[config.mk]
export PLATFORM = sky130hd
export DESIGN_NAME = flash_fetch_unit_flat
export DESIGN_NICKNAME = d
export VERILOG_FILES = /design/src/rtl/flash_fetch_unit_if.sv /design/src/rtl/flash_fetch_unit.sv /design/src/flat_wrapper.sv
export SDC_FILE = /design/constraint.sdc
export NUM_CORES = 1
export LEC_CHECK = 0
export CORE_MARGIN = 2
export CORE_UTILIZATION = 60
export CTS_BUF_LIST = sky130_fd_sc_hd__clkbuf_2
export DETAILED_ROUTE_END_ITERATION = 8
export DONT_BUFFER_PORTS = 1
export PLACE_DENSITY = 0.76
export SLEW_MARGIN = 20
export SYNTH_ARGS = -nofsm -noshare
export SYNTH_HDL_FRONTEND = slang
export SYNTH_SLANG_ARGS = --single-unit
[constraint.sdc]
create_clock -name clk -period 6.7 [get_ports clk]
set_clock_uncertainty 0.05 [all_clocks]
set_input_delay 1.005 -clock clk [delete_from_list [all_inputs] [get_ports clk]]
set_output_delay 1.005 -clock clk [all_outputs]
set_load 0.01 [all_outputs]
[src/rtl/flash_fetch_unit_if.sv]
// PC-side fetch handshake plus the serial-flash pins of the instruction fetch stage.
// The slave modport is the fetch unit; the master modport is the PC and flash side.
interface flash_fetch_unit_if #(
  parameter int ADDR_WIDTH  = 12,
  parameter int INSTR_WIDTH = 16
);
  logic                   fetch_req;
  logic [ADDR_WIDTH-1:0]  fetch_addr;
  logic                   flash_ready;
  logic [INSTR_WIDTH-1:0] instr_out;
  logic                   busy;
  logic                   spi_cs_n;
  logic                   spi_sck;
  logic                   spi_mosi;
  logic                   spi_miso;

  modport slave (
    input  fetch_req, fetch_addr, spi_miso,
    output flash_ready, instr_out, busy, spi_cs_n, spi_sck, spi_mosi
  );

  modport master (
    output fetch_req, fetch_addr, spi_miso,
    input  flash_ready, instr_out, busy, spi_cs_n, spi_sck, spi_mosi
  );
endinterface

[src/rtl/flash_fetch_unit.sv]
// Fetches one instruction word from SPI flash (mode 0, READ opcode) per PC request.
// All SPI pins and handshake outputs are registered straight out of the FSM.
module flash_fetch_unit #(
  parameter int         ADDR_WIDTH  = 12,
  parameter int         INSTR_WIDTH = 16,
  parameter int         CLK_DIV     = 2,
  parameter logic [7:0] READ_CMD    = 8'h03
) (
  input  logic               clk,
  input  logic               arst,
  flash_fetch_unit_if.slave  bus
);

  localparam int DIV_W = (CLK_DIV > 1) ? $clog2(CLK_DIV) : 1;
  localparam int BIT_W = $clog2(((INSTR_WIDTH > 24) ? INSTR_WIDTH : 24) + 1);
  localparam logic [DIV_W-1:0] DIV_LAST  = DIV_W'(CLK_DIV - 1);
  localparam logic [BIT_W-1:0] CMD_LAST  = BIT_W'(7);
  localparam logic [BIT_W-1:0] ADDR_LAST = BIT_W'(23);
  localparam logic [BIT_W-1:0] DATA_LAST = BIT_W'(INSTR_WIDTH - 1);

  typedef enum logic [2:0] {S_IDLE, S_CMD, S_ADDR, S_DATA, S_DONE} state_e;

  state_e                 state_q;
  logic [DIV_W-1:0]       div_q;
  logic [BIT_W-1:0]       bit_q;
  logic [31:0]            tx_q;
  logic [INSTR_WIDTH-1:0] rx_q;
  logic [INSTR_WIDTH-1:0] instr_q;
  logic                   cs_n_q;
  logic                   sck_q;
  logic                   mosi_q;
  logic                   ready_q;
  logic                   busy_q;

  logic [23:0] byte_addr;
  logic        phase_end;
  logic        last_bit;

  assign byte_addr = 24'(bus.fetch_addr) * 24'(INSTR_WIDTH / 8);
  assign phase_end = (div_q == DIV_LAST);
  assign last_bit  = (state_q == S_CMD)  ? (bit_q == CMD_LAST)  :
                     (state_q == S_ADDR) ? (bit_q == ADDR_LAST) :
                                           (bit_q == DATA_LAST);

  // NOTE: every register here is assigned with <= so all state advances together on
  // the edge; a blocking = would let later lines see this cycle's new values.
  always_ff @(posedge clk or posedge arst) begin
    if (arst) begin
      state_q <= S_IDLE;
      div_q   <= '0;
      bit_q   <= '0;
      tx_q    <= '0;
      rx_q    <= '0;
      instr_q <= '0;
      cs_n_q  <= 1'b1;
      sck_q   <= 1'b0;
      mosi_q  <= 1'b0;
      ready_q <= 1'b0;
      busy_q  <= 1'b0;
    end else begin
      ready_q <= 1'b0;
      unique case (state_q)
        S_IDLE: begin
          if (bus.fetch_req) begin
            state_q <= S_CMD;
            busy_q  <= 1'b1;
            cs_n_q  <= 1'b0;
            sck_q   <= 1'b0;
            div_q   <= '0;
            bit_q   <= '0;
            mosi_q  <= READ_CMD[7];
            tx_q    <= {READ_CMD[6:0], byte_addr, 1'b0};
          end
        end
        S_CMD, S_ADDR, S_DATA: begin
          div_q <= phase_end ? '0 : div_q + 1'b1;
          if (phase_end && !sck_q) begin
            // Rising SCK edge: the flash has held MISO stable since the falling edge.
            sck_q <= 1'b1;
            if (state_q == S_DATA) rx_q <= {rx_q[INSTR_WIDTH-2:0], bus.spi_miso};
          end else if (phase_end) begin
            sck_q  <= 1'b0;
            bit_q  <= last_bit ? '0 : bit_q + 1'b1;
            mosi_q <= tx_q[31];
            tx_q   <= {tx_q[30:0], 1'b0};
            if (last_bit) begin
              case (state_q)
                S_CMD:  state_q <= S_ADDR;
                S_ADDR: begin
                  state_q <= S_DATA;
                  mosi_q  <= 1'b0;
                end
                default: begin
                  state_q <= S_DONE;
                  cs_n_q  <= 1'b1;
                  instr_q <= rx_q;
                  ready_q <= 1'b1;
                end
              endcase
            end
          end
        end
        S_DONE: begin
          state_q <= S_IDLE;
          busy_q  <= 1'b0;
        end
        default: state_q <= S_IDLE;
      endcase
    end
  end

  assign bus.flash_ready = ready_q;
  assign bus.instr_out   = instr_q;
  assign bus.busy        = busy_q;
  assign bus.spi_cs_n    = cs_n_q;
  assign bus.spi_sck     = sck_q;
  assign bus.spi_mosi    = mosi_q;

endmodule

[src/flat_wrapper.sv]
// flat-port wrapper written by rule: the top's interface ports become plain ports
module flash_fetch_unit_flat 
#(
  parameter int         ADDR_WIDTH  = 12,
  parameter int         INSTR_WIDTH = 16,
  parameter int         CLK_DIV     = 2,
  parameter logic [7:0] READ_CMD    = 8'h03
)
  (clk, arst, bus_fetch_req, bus_fetch_addr, bus_spi_miso, bus_flash_ready, bus_instr_out, bus_busy, bus_spi_cs_n, bus_spi_sck, bus_spi_mosi);
  flash_fetch_unit_if #(.ADDR_WIDTH(ADDR_WIDTH), .INSTR_WIDTH(INSTR_WIDTH)) bus_i ();
  input  logic clk;
  input  logic arst;
  input wire logic [$bits(bus_i.fetch_req)-1:0] bus_fetch_req;
  input wire logic [$bits(bus_i.fetch_addr)-1:0] bus_fetch_addr;
  input wire logic [$bits(bus_i.spi_miso)-1:0] bus_spi_miso;
  output wire logic [$bits(bus_i.flash_ready)-1:0] bus_flash_ready;
  output wire logic [$bits(bus_i.instr_out)-1:0] bus_instr_out;
  output wire logic [$bits(bus_i.busy)-1:0] bus_busy;
  output wire logic [$bits(bus_i.spi_cs_n)-1:0] bus_spi_cs_n;
  output wire logic [$bits(bus_i.spi_sck)-1:0] bus_spi_sck;
  output wire logic [$bits(bus_i.spi_mosi)-1:0] bus_spi_mosi;
  assign bus_i.fetch_req = bus_fetch_req;
  assign bus_i.fetch_addr = bus_fetch_addr;
  assign bus_i.spi_miso = bus_spi_miso;
  assign bus_flash_ready = bus_i.flash_ready;
  assign bus_instr_out = bus_i.instr_out;
  assign bus_busy = bus_i.busy;
  assign bus_spi_cs_n = bus_i.spi_cs_n;
  assign bus_spi_sck = bus_i.spi_sck;
  assign bus_spi_mosi = bus_i.spi_mosi;
  flash_fetch_unit #(.ADDR_WIDTH(ADDR_WIDTH), .INSTR_WIDTH(INSTR_WIDTH), .CLK_DIV(CLK_DIV), .READ_CMD(READ_CMD)) u_core (.clk(clk), .arst(arst), .bus(bus_i));
endmodule
==> summary.md <==
| Metric | Value |
|---|---|
| Status | `completed` |
| Maxcap violations | `0` |
| Die width | `78.1 um` |
| Hold_buf cts | `0` |
| Tmin final | `approximately 2.4 ns` |
| Drt wl/cell | `14.3 um` |
| Clock Sinks | `76` |
| Cts bufs inserted | `9` |
| RSZ-0062 raised after global routing | `false` |
| Pwr dens | `362 mW/mm^2` |
| Flop pwr share | `53.1%` |
| Cell variety after synth | `40` |
| Peak Freq | `414 MHz` |
| Commonest cells in the netlist | `dfrtp_1, nand2_1, mux2_2, nand3_1, nor2_1` |
| Kind of critical path | `reg2reg` |
| Slew at the pin closest to its max-slew limit | `1.03 ns` |
| Synth Flop Type | `dfrtp_1` |
| Critical Path Sink | `u_core.bus.spi_mosi` |
| Hold Crit Class | `reg2reg` |
| Crit-path slowest cell | `a21oi_4` |
| FILL cells | `about 420` |
| Count of final hold-check violations | `0` |
| Clock Power Share | `22.5%` |
| Synth top area share | `57.0%` |
| Initial Util | `63.2%` |
| Vias in the first global route | `1976` |
| Wire length of the first global-routing pass | `between 9000 and 10000 um` |
| Switching share of power | `33.5%` |
| Vias | `2100` |
| CTS HTree Levels | `3` |
| Layout cells sized above 1 | `21.2%` |
| Switching Power | `around 0.41 mW` |
| Finish-stage setup viols | `0` |
| Initial DRC Count | `156` |
| Slew HR | `31.0%` |
| ANT nets after route | `0` |
| Syn Nets | `315` |
| FF+latch count, synth | `76` |
| Critical Path Max Stage Delay | `0.85 ns` |
| Vias/cell | `approximately 5.7` |
| PnR Total Power | `1.23 mW` |
| Area of the multi-input gates | `0.00127 sq mm` |
| Most common cell in the netlist | `dfrtp_1` |
| Total gr overflow | `0` |
| Internal reg-to-reg setup slack | `4.29 ns` |
| Storage element area | `0.00190 sq mm` |
| Number of synthesized flops with an enable pin | `0` |
| FFs w/ async S/R, synth | `100%` |
| Avg Cell Area, Syn | `roughly 11 sq um` |
| I/O Pins | `37` |
| VDD IR-drop max | `0.230 mV` |
| Worst hold margin | `0.440 ns` |
| Maximum fanout along the worst path | `46` |
| Crit path max-delay family | `compound AO/OA/AOI/OAI gates` |
| Area added between synthesis and finish | `3.65%` |
| Port bufs | `0` |
| Reg clk slew, reported paths | `0.20 ns` |
| Clock tree buffer depth | `2` |
| Worst reg-to-reg path cell count | `4` |
| Pleak | `1.69 nW` |
| Post-Place Setup Slack | `3.84 ns` |
| Setup WS post-layout | `4.29 ns` |
| Core ar. | `around 0.0052 sq mm` |
| Yosys top cell by area | `dfrtp_1` |
| WP depth | `4` |
| Fin crit share | `36.0%` |
| Synth warn | `0` |
| Gate Count Post-Synth | `298` |
| Number of setup buffers added after CTS | `0` |
| Critical Path End Type | `flip-flop` |
| TritonCTS clock tree | `yes` |
| R2R Path Start | `u_core.state_q[0]` |
| Iteration count of the initial detailed-routing pass | `4` |
| Layout net count | `309` |
| Startpoint type of the worst setup path | `flip-flop` |
| Clk Latency, worst-skew pair | `roughly 0.48 ns` |
| Clock Tree Root | `clkbuf_2` |
| HPWL Detailed | `~3400 um` |
| Reg2reg end | `u_core.bus.spi_mosi` |
| Largest net degree at the start of global routing | `77` |
| Crit path arrival time | `~2.7 ns` |
| Final wirelength | `5260 um` |
| Post-CTS sizing | `0` |
| CP required | `7.01 ns` |
| Comb pwr share | `24.5%` |
| Crit path from | `u_core.state_q[0]` |
| Register area share after synthesis | `between 50% and 60%` |
| DRC Markers | `0` |
| Critical path cell sequence | `or3b_1 > a21oi_4 > mux2i_1 > a31oi_1` |
| Setup TNS | `0 ns` |
| Die Y | `78.1 um` |
| Netlist Area Pre-Place | `0.00329 sq mm` |
| GP Congestion | `0.789` |
| Initial antenna violation count | `0` |
| # diodes | `0` |
| Int Pwr | `0.821 mW` |
| Ranking of synthesized cells by area | `dfrtp_1, mux2_2, nand2_1` |
| Global-route usage over all layers | `a little under a fifth` |
| Rows | `26` |
| Die footprint | `slightly above 0.006 sq mm` |
| Fin. max-slew vios | `0` |
| Crit path buf inv count | `0` |
final cells by class:
cell class / count / area share, %
flip-flops and latches: 76 / 55.8
multi-input cells: 200 / 37.1
well taps: 70 / 2.57
clock inverters: 4 / 2.13
clock buffers: 12 / 1.76
inverters: 4 / 0.440
repair buffers: 1 / 0.220
cell usage in the layout (no fill, tap or decap), types with 2 or more instances in the layout:
cell type | synthesis | layout
a211oi_1 | 3 | 3
a21oi_1 | 5 | 5
a31oi_1 | 12 | 12
and2_1 | 2 | 2
and3_1 | 2 | 2
bufinv_16 | 0 | 2
clkbuf_2 | 0 | 12
dfrtp_1 | 75 | 75
inv_1 | 4 | 3
mux2_2 | 33 | 33
nand2_1 | 68 | 68
nand3_1 | 22 | 22
nor2_1 | 14 | 14
nor2b_1 | 2 | 2
nor3_1 | 5 | 5
o21ai_0 | 8 | 8
or2_2 | 2 | 2
xnor2_1 | 3 | 3
power groups by stage:
stage	logic (mW)	clock network [mW]	registers (mW)
floorplan	0.292	0	0.634
global placement	0.294	0	0.661
detailed placement	0.306	0	0.665
CTS	0.306	0.286	0.656
global route	0.346	0.304	0.673
finish	0.302	0.277	0.655
sequential cells by signal, indices dropped and copies added, names as in the netlist:
name                    cells
u_core.tx_q                30
u_core.bus.instr_out       16
u_core.rx_q                16
u_core.bit_q                5
u_core.state_q              3
u_core.bus.busy             1
u_core.bus.flash_ready      1
u_core.bus.spi_cs_n         1
u_core.bus.spi_mosi         1
u_core.bus.spi_sck          1
u_core.div_q                1
logic make-up (layout without fill, tap and decap cells):
family / after synthesis / in the layout / share of synthesized area (%)
AND/OR/NAND/NOR: 124 / 124 / 17.4
flip-flops: 76 / 76 / 57.8
AO/OA/AOI/OAI: 37 / 37 / 7.79
multiplexers: 35 / 35 / 12.0
buffers and inverters: 22 / 21 / 3.72
XOR/XNOR: 3 / 3 / 0.798
adder cells (fa/ha/maj): 1 / 1 / 0.380
stage by stage:
step / std cells / utilization (%) / instance area (sq um)
finish: 367 / 65.6 / 3410
detailed placement: 351 / 63.0 / 3280
global route: 367 / 65.6 / 3410
CTS: 367 / 65.6 / 3410
floorplan: 298 / - / 3290
global placement: 351 / 63.0 / 3280
layer usage:
layer	part of all wire, %	vias up	track usage [%]
met2	49	41	30.3
met5	0	-	0
met1	46	1046	24.6
li1	-	1009	-
met4	0.89	0	7.37
met3	4.5	4	6.09
worst min-delay path, cell delays in order (launching register included):
cell and delay (ns):
dfrtp_1 0.38, nand2_1 0.05, nand2_1 0.05
worst min path at each step:
| stage | end | cells past startpoint | startpoint | slack [ns] |
|---|---|---|---|---|
| floorplan | u_core.tx_q[31] | 2 | u_core.tx_q[31] | 0.38 |
| global placement | u_core.tx_q[24] | 2 | u_core.tx_q[24] | 0.39 |
| detailed placement | u_core.tx_q[26] | 2 | u_core.tx_q[26] | 0.41 |
| CTS | u_core.tx_q[29] | 2 | u_core.tx_q[29] | 0.45 |
| global route | u_core.tx_q[2] | 2 | u_core.tx_q[2] | 0.47 |
| finish | u_core.tx_q[29] | 2 | u_core.tx_q[29] | 0.44 |
No activity file was read; power rests on OpenSTA's default activity.
